===== config.mk =====
export PLATFORM = sky130hd
export DESIGN_NAME = exec_unit
export DESIGN_NICKNAME = d
export VERILOG_FILES = /design/src/rtl/exec_unit.sv
export SDC_FILE = /design/constraint.sdc
export NUM_CORES = 1
export LEC_CHECK = 0
export CAP_MARGIN = 20
export CORE_MARGIN = 3
export CORE_UTILIZATION = 42
export CTS_BUF_LIST = sky130_fd_sc_hd__clkbuf_8
export CTS_CLUSTER_DIAMETER = 50
export DETAILED_ROUTE_END_ITERATION = 10
export GPL_TIMING_DRIVEN = 0
export PLACE_DENSITY = 0.79
export SLEW_MARGIN = 20
export SYNTH_ARGS = -nofsm -noshare
export SYNTH_HDL_FRONTEND = slang
export SYNTH_SLANG_ARGS = --single-unit
export TNS_END_PERCENT = 5

===== constraint.sdc =====
create_clock -name clk -period 1.4 [get_ports clk]
set_clock_uncertainty 0.05 [all_clocks]
set_input_delay 0.21 -clock clk [delete_from_list [all_inputs] [get_ports clk]]
set_output_delay 0.21 -clock clk [all_outputs]
set_load 0.01 [all_outputs]

===== src/rtl/exec_unit.sv =====
`default_nettype none
// ============================================================================
// Module   : exec_unit
// Brief    : Single-issue execution unit. Accepts one ALU operation when idle,
//            presents the result for exactly one write-back cycle and keeps
//            zero/carry flags of the last written result. The optional
//            shift-add multiplier is built only when EXEC_UNIT_MUL_EN is
//            defined; otherwise op 111 is a two-cycle NOP.
// Revision : 1.0 - initial release
// ============================================================================
module exec_unit (
    input  logic       clk,
    input  logic       reset,
    input  logic       start,
    input  logic [2:0] op,
    input  logic [7:0] a,
    input  logic [7:0] b,
    input  logic [1:0] dest,
    output logic       busy,
    output logic       wb_enable,
    output logic [1:0] wb_addr,
    output logic [7:0] wb_data,
    output logic       flag_zero,
    output logic       flag_carry
);

    localparam logic [2:0] OP_ADD = 3'b000;
    localparam logic [2:0] OP_SUB = 3'b001;
    localparam logic [2:0] OP_AND = 3'b010;
    localparam logic [2:0] OP_OR  = 3'b011;
    localparam logic [2:0] OP_XOR = 3'b100;
    localparam logic [2:0] OP_NOT = 3'b101;
    localparam logic [2:0] OP_SHL = 3'b110;
    localparam logic [2:0] OP_MUL = 3'b111;

`ifdef EXEC_UNIT_MUL_EN
    typedef enum logic [1:0] {IDLE = 2'd0, MUL_RUN = 2'd1, WB = 2'd2} state_t;
`else
    typedef enum logic [1:0] {IDLE = 2'd0, WB = 2'd2} state_t;
`endif

    state_t      state_q, state_d;
    logic        accept;
    logic [7:0]  alu_res;
    logic        alu_carry;
    logic        alu_write;

    logic        wb_en_q;
    logic [1:0]  wb_addr_q;
    logic [7:0]  wb_data_q;
    logic        zero_q;
    logic        carry_q;

`ifdef EXEC_UNIT_MUL_EN
    logic [15:0] acc_q;
    logic [15:0] acc_d;
    logic [15:0] mcand_q;
    logic [7:0]  mplier_q;
    logic [2:0]  cnt_q;
    logic [1:0]  dest_q;

    // One partial product per cycle: add the shifted multiplicand when the
    // current multiplier LSB is set.
    assign acc_d = acc_q + (mplier_q[0] ? mcand_q : 16'h0000);
`endif

    // A request is taken only while idle; start during busy has no effect.
    assign accept = (state_q == IDLE) && start;

    // Single-cycle ALU evaluated on the live operands at the accepting edge,
    // so later operand changes cannot disturb the in-flight result.
    always_comb begin
        alu_res   = 8'h00;
        alu_carry = 1'b0;
        alu_write = 1'b1;
        case (op)
            OP_ADD:  {alu_carry, alu_res} = {1'b0, a} + {1'b0, b};
            OP_SUB:  begin
                alu_res   = a - b;
                alu_carry = (a < b);
            end
            OP_AND:  alu_res = a & b;
            OP_OR:   alu_res = a | b;
            OP_XOR:  alu_res = a ^ b;
            OP_NOT:  alu_res = ~a;
            OP_SHL:  begin
                alu_res   = {a[6:0], 1'b0};
                alu_carry = a[7];
            end
            OP_MUL:  alu_write = 1'b0;  // multiplier path (or NOP) writes instead
            default: alu_write = 1'b0;
        endcase
    end

    // State register.
    always_ff @(posedge clk or posedge reset) begin
        if (reset) begin
            state_q <= IDLE;
        end else begin
            state_q <= state_d;
        end
    end

    // Next-state logic: ALU ops take one WB cycle, MUL runs 8 cycles first.
    always_comb begin
        state_d = state_q;
        case (state_q)
            IDLE: begin
                if (start) begin
`ifdef EXEC_UNIT_MUL_EN
                    state_d = (op == OP_MUL) ? MUL_RUN : WB;
`else
                    state_d = WB;
`endif
                end
            end
`ifdef EXEC_UNIT_MUL_EN
            MUL_RUN: begin
                if (cnt_q == 3'd7) begin
                    state_d = WB;
                end
            end
`endif
            WB:      state_d = IDLE;
            default: state_d = IDLE;
        endcase
    end

    // Result/flag registers load only on the edge entering WB; the strobe
    // self-clears so it is high for exactly the WB cycle.
    always_ff @(posedge clk or posedge reset) begin
        if (reset) begin
            wb_en_q   <= 1'b0;
            wb_addr_q <= 2'd0;
            wb_data_q <= 8'h00;
            zero_q    <= 1'b0;
            carry_q   <= 1'b0;
`ifdef EXEC_UNIT_MUL_EN
            acc_q     <= 16'h0000;
            mcand_q   <= 16'h0000;
            mplier_q  <= 8'h00;
            cnt_q     <= 3'd0;
            dest_q    <= 2'd0;
`endif
        end else begin
            wb_en_q <= 1'b0;
            if (accept && alu_write) begin
                wb_en_q   <= 1'b1;
                wb_addr_q <= dest;
                wb_data_q <= alu_res;
                zero_q    <= (alu_res == 8'h00);
                carry_q   <= alu_carry;
            end
`ifdef EXEC_UNIT_MUL_EN
            if (accept && (op == OP_MUL)) begin
                acc_q    <= 16'h0000;
                mcand_q  <= {8'h00, a};
                mplier_q <= b;
                cnt_q    <= 3'd0;
                dest_q   <= dest;
            end
            if (state_q == MUL_RUN) begin
                acc_q    <= acc_d;
                mcand_q  <= {mcand_q[14:0], 1'b0};
                mplier_q <= {1'b0, mplier_q[7:1]};
                cnt_q    <= cnt_q + 3'd1;
                if (cnt_q == 3'd7) begin
                    wb_en_q   <= 1'b1;
                    wb_addr_q <= dest_q;
                    wb_data_q <= acc_d[7:0];
                    zero_q    <= (acc_d[7:0] == 8'h00);
                    carry_q   <= |acc_d[15:8];
                end
            end
`endif
        end
    end

    assign busy       = (state_q != IDLE);
    assign wb_enable  = wb_en_q;
    assign wb_addr    = wb_addr_q;
    assign wb_data    = wb_data_q;
    assign flag_zero  = zero_q;
    assign flag_carry = carry_q;

endmodule
`default_nettype wire


# Word level (Yosys, flattened, before mapping)
# Index checks and enable logic that the tools add are counted.
# word_totals
out_inout_bits	14
reg_bits	15
word_cells	33
input_bits	24
# op_classes
eq_ne	8
n_reduce_logical	6
n_lt_le_gt_ge	1
n_bitwise	4
add_sub_neg	2
mux	6
# op_table
operator	count
$pmux W8 S7	1
$eq A3 B3 Y1 const B	4
$add A8 B8 Y9	1
$and A8 B8 Y8	1
$logic_not A8 Y1	1
$lt A8 B8 Y1	1
$not A8 Y8	1
$or A8 B8 Y8	1
$sub A8 B8 Y8	1
$xor A8 B8 Y8	1
$eq A3 B2 Y1 const B	2
$mux W2	2
$eq A3 B1 Y1 const B	1
$logic_not A3 Y1	1
$pmux W1 S3	1
$logic_and A1 B1 Y1	2
$logic_not A2 Y1	1
$mux W1	2
$ne A2 B2 Y1 const B	1
$reduce_bool A2 Y1	1

# Logic depth before layout (Yosys ltp)
# Gate-level depths: netlist (run 1).
# logic_depth
word_depth	4
depth_mapped	11
ltp_nobuf	11

# Worst setup path after synthesis (run 1)
# No wires, ideal clock.
# synth_path
path_type	input port to flip-flop
from	input a[0]
to	register zero_q, in the netlist flag_zero
t_arrival_ns	2.024
stages	9
required_ns	1.283
path_buffers	0
setup_ns	0.067
path_slack_ns	-0.741
path_cell_list	ha_1 -> inv_1 -> fa_1 -> inv_1 -> mux4_1 -> o21ai_0 -> nor4bb_1 -> and3_1 -> a32o_1
# synth_between
elab_chain_cells	3
word_cells_on_any_way	8
classes_between	add/sub: 2; mux: 1; bitwise: 4; reduce/logical: 1
# synth_lines
element	line_no	source
start, declared	16	input logic [7:0] a,
$sub A8 B8 Y8, or another cell as far along	79	alu_res = a - b;
$pmux W8 S7 (*)	76	case (op)
$logic_not A8 Y1 (*)	151	zero_q <= (alu_res == 8'h00);
end signal, assigned	151	
end, declared	51	logic zero_q;
# Every way passes the cells marked *; elsewhere a longest branch is shown, timed or not.
# A chain may end at the register's enable or synchronous reset.

# Worst setup path in the final report (run 1)
# Ends and elaborated chain as after synthesis.

==> results.json, run 1 <==
{
  "path_class": "primary input to flip-flop",
  "syn_area_per_cell_um2": 8.41,
  "cts_buffer_depth": 2,
  "fin_area_mm2": 0.00270,
  "portBuffers": 37,
  "ys_warn_count": 0,
  "dpl.hpwl_um": 3590,
  "placed_area_mm2": 0.00233,
  "reg2reg_slack_ps": -280,
  "hold_viol": 0,
  "layout-drive-gt1-share_pct": 33.9,
  "clock_sinks": 14,
  "yosysMostFrequentCell": "inv_1",
  "p_per_area_mw_per_mm2": 686,
  "drc": 0,
  "status": "finished with violations",
  "first_global_vias": 1843,
  "vias": 1826,
  "setup-tns-final_ps": -4880,
  "setup_slack_ps": -640,
  "cp.arrival_ps": 2170,
  "grt_max_degree": 15,
  "fmax_mhz": 490,
  "critPathSlowestCell": "mux4_2",
  "dp_slack_ps": -1530,
  "nFillCells": 349,
  "violations": "setup timing",
  "multiInputGateArea_mm2": 0.00155,
  "r2r_start": "state_q[1]",
  "seqCellArea_um2": 350,
  "nets": 329,
  "start_kind": "primary input",
  "grt.overflow.total": 0,
  "h-tree-depth": 1,
  "cts_tree": "built",
  "synth_seq_cells": 14,
  "setup_viol": 13,
  "synth_top_area_share_pct": 18.7,
  "holdWs_ps": 247,
  "path_cells": "buf_8 -> inv_4 -> ha_4 -> inv_2 -> fa_2 -> mux4_2 -> o21ai_2 -> nor4bb_4 -> and3_1 -> a32o_1",
  "grt_use_total_pct": 19.8,
  "clk_pin_slew_ps": 60,
  "crit_family": "adder cells",
  "vdd_drop_max_uv": 321,
  "maxCapViolations": 0,
  "holdBufCountCts": 0,
  "yosys-top-cells-area": "dfrtp_1, ha_1, inv_1",
  "die-area_mm2": 0.00530,
  "rows": 23,
  "yosys.area.top_type": "dfrtp_1",
  "core_mm2": 0.00414,
  "wl_per_cell_um": 15.2,
  "antenna_found_initial": 0,
  "rr_worst_depth": 6,
  "slew_headroom_pct": 65.9,
  "holdCritPathClass": "primary input to asynchronous set/reset pin",
  "grt_pass1_wl_um": 8470,
  "synth_cells": 223,
  "tightest_slew_ps": 508,
  "rsz0062_at_grt": "yes",
  "die_x_um": 72.8,
  "clkLatencyLatePin_ps": 240,
  "cp_max_fo": 3,
  "drt_pass1_iterations": 4,
  "num_antenna_cells": 0,
  "cp-end-kind": "flip-flop",
  "synthFlopType": "dfrtp_1",
  "r2r_end": "flag_zero",
  "synth_fp_nets": 274,
  "io_pins": 38,
  "finalMaxSlewViolations": 0,
  "netlist_area_mm2": 0.00188,
  "period_minus_slack_ps": 2040,
  "cts_made_buffers": 3,
  "required_ps": 1530,
  "critical_path_depth": 10,
  "via_per_inst": 5.58,
  "slowest_delay_ps": 480,
  "cts-root-buf": "clkbuf_8",
  "place_congestion": 0.851,
  "start_util_pct": 45.3,
  "die_h_um": 72.8,
  "netlist_top_cells_count": "inv_1, ha_1, nand2_1",
  "first_iter_violations": 67,
  "wl_um": 4970,
  "synthDistinctLibCells": 62,
  "fin_crit_sh_pct": 146,
  "synth_edf_count": 0,
  "yosysSeqAreaShare_pct": 18.7,
  "p_leak_uw": 0.00133,
  "ant_nets": 0,
  "syn_to_final_growth_pct": 43.9,
  "cp_num_buf_inv": 3,
  "synth-async-reset-ratio_pct": 100
}
## metrics by stage
step	cells	utilization (%)	power [µW]
floorplan	223	-	1000
global placement	310	56.2	1300
detailed placement	310	56.2	1330
CTS	327	63.8	1850
global route	327	65.1	1980
finish	327	65.1	1850
## where the power goes
part,switching [µW],internal (µW)
Combinational,491,478
Sequential,27.8,468
Clock,136,249
Total,655,1200
## worst reg2reg max path, cell delays in order, from the launching register on
cell and delay, ps:
dfrtp_1 370, nor2b_1 100, clkbuf_1 240, nand4_1 220
nor4bb_4 300, and3_1 180, a32o_1 160
## layer usage
metal | global-route usage (%) | up-vias | wire length, µm
li1 | - | 896 | -
met1 | 24.8 | 857 | 2140
met2 | 34.2 | 64 | 2410
met3 | 1.79 | 9 | 305
met4 | 9.22 | 0 | 119
met5 | 0 | - | 0
## area by class of cell
class / instances / area share [%]
Tap cell: 50 / 2.32
Clock buffer: 4 / 2.04
Buffer: 12 / 3.94
Multi-Input combinational cell: 169 / 57.4
Timing Repair Buffer: 52 / 17.6
Inverter: 26 / 3.71
Sequential cell: 14 / 13.0
## repair_timing
action / 4_1_cts / 5_1_grt
endpoints found under the hold margin: 0 / 0
resized for setup: 93 / 14
pin swaps: 27 / 6
buffers inserted: 15 / 0
setup endpoints to repair: 18 / 21
## flip-flops by register name, indices dropped and copies added, names as in the netlist
signal      cells
wb_enable       1
flag_zero       1
flag_carry      1
wb_data         8
state_q         1
wb_addr         2
## logic make-up (layout without fill, tap and decap cells)
kind of cell	after synthesis	count (layout)	synth area share, %
AOI/OAI and AO/OA	66	66	25.8
xor gates and xnor gates	4	4	1.87
adders and majority gates	27	27	18.8
buffers and inverters	40	94	10.5
DFF	14	14	18.7
muxes	9	9	5.74
and+or+nand+nor	63	63	18.7
## cell usage in the layout (no fill, tap or decap), types with 2 or more instances in the layout
cell and instances:
buf_6 7, buf_4 18, nand2b_1 4, ha_4 7, dlygate4sd2_1 11, a21oi_1 7, ha_1 18, nand3_1 7
nor4_4 2, dfrtp_1 14, mux2i_1 7, o21a_1 2, o21ai_2 3, nor2b_1 2, clkdlybuf4s50_1 10, inv_2 8
clkbuf_4 2, nand2_1 19, o22ai_1 3, nor3_2 2, and3_1 2, inv_1 17, buf_2 5, a221oi_2 2
dlymetal6s2s_1 8, a21oi_2 8, xnor2_2 2, clkbuf_8 4, nor2_1 13, o221ai_2 2, o21ai_0 12, a221o_1 2
## worst max-delay path by stage
| stage | start | endpoint |
|---|---|---|
| floorplan | a[0] | flag_zero |
| global placement | a[0] | flag_zero |
| detailed placement | a[0] | flag_zero |
| CTS | a[0] | flag_zero |
| global route | b[1] | flag_zero |
| finish | a[0] | flag_zero |
No activity file was read; power rests on OpenSTA's default activity.
==> inputs of run 2 (changes only) <==
--- a/config.mk
+++ b/config.mk
@@ -13,7 +13,6 @@
 export DETAILED_ROUTE_END_ITERATION = 10
 export GPL_TIMING_DRIVEN = 0
 export PLACE_DENSITY = 0.79
-export SLEW_MARGIN = 20
 export SYNTH_ARGS = -nofsm -noshare
 export SYNTH_HDL_FRONTEND = slang
 export SYNTH_SLANG_ARGS = --single-unit
==> results of run 2 <==
No change in the layout: final DEF, timing and power equal those of run 1.
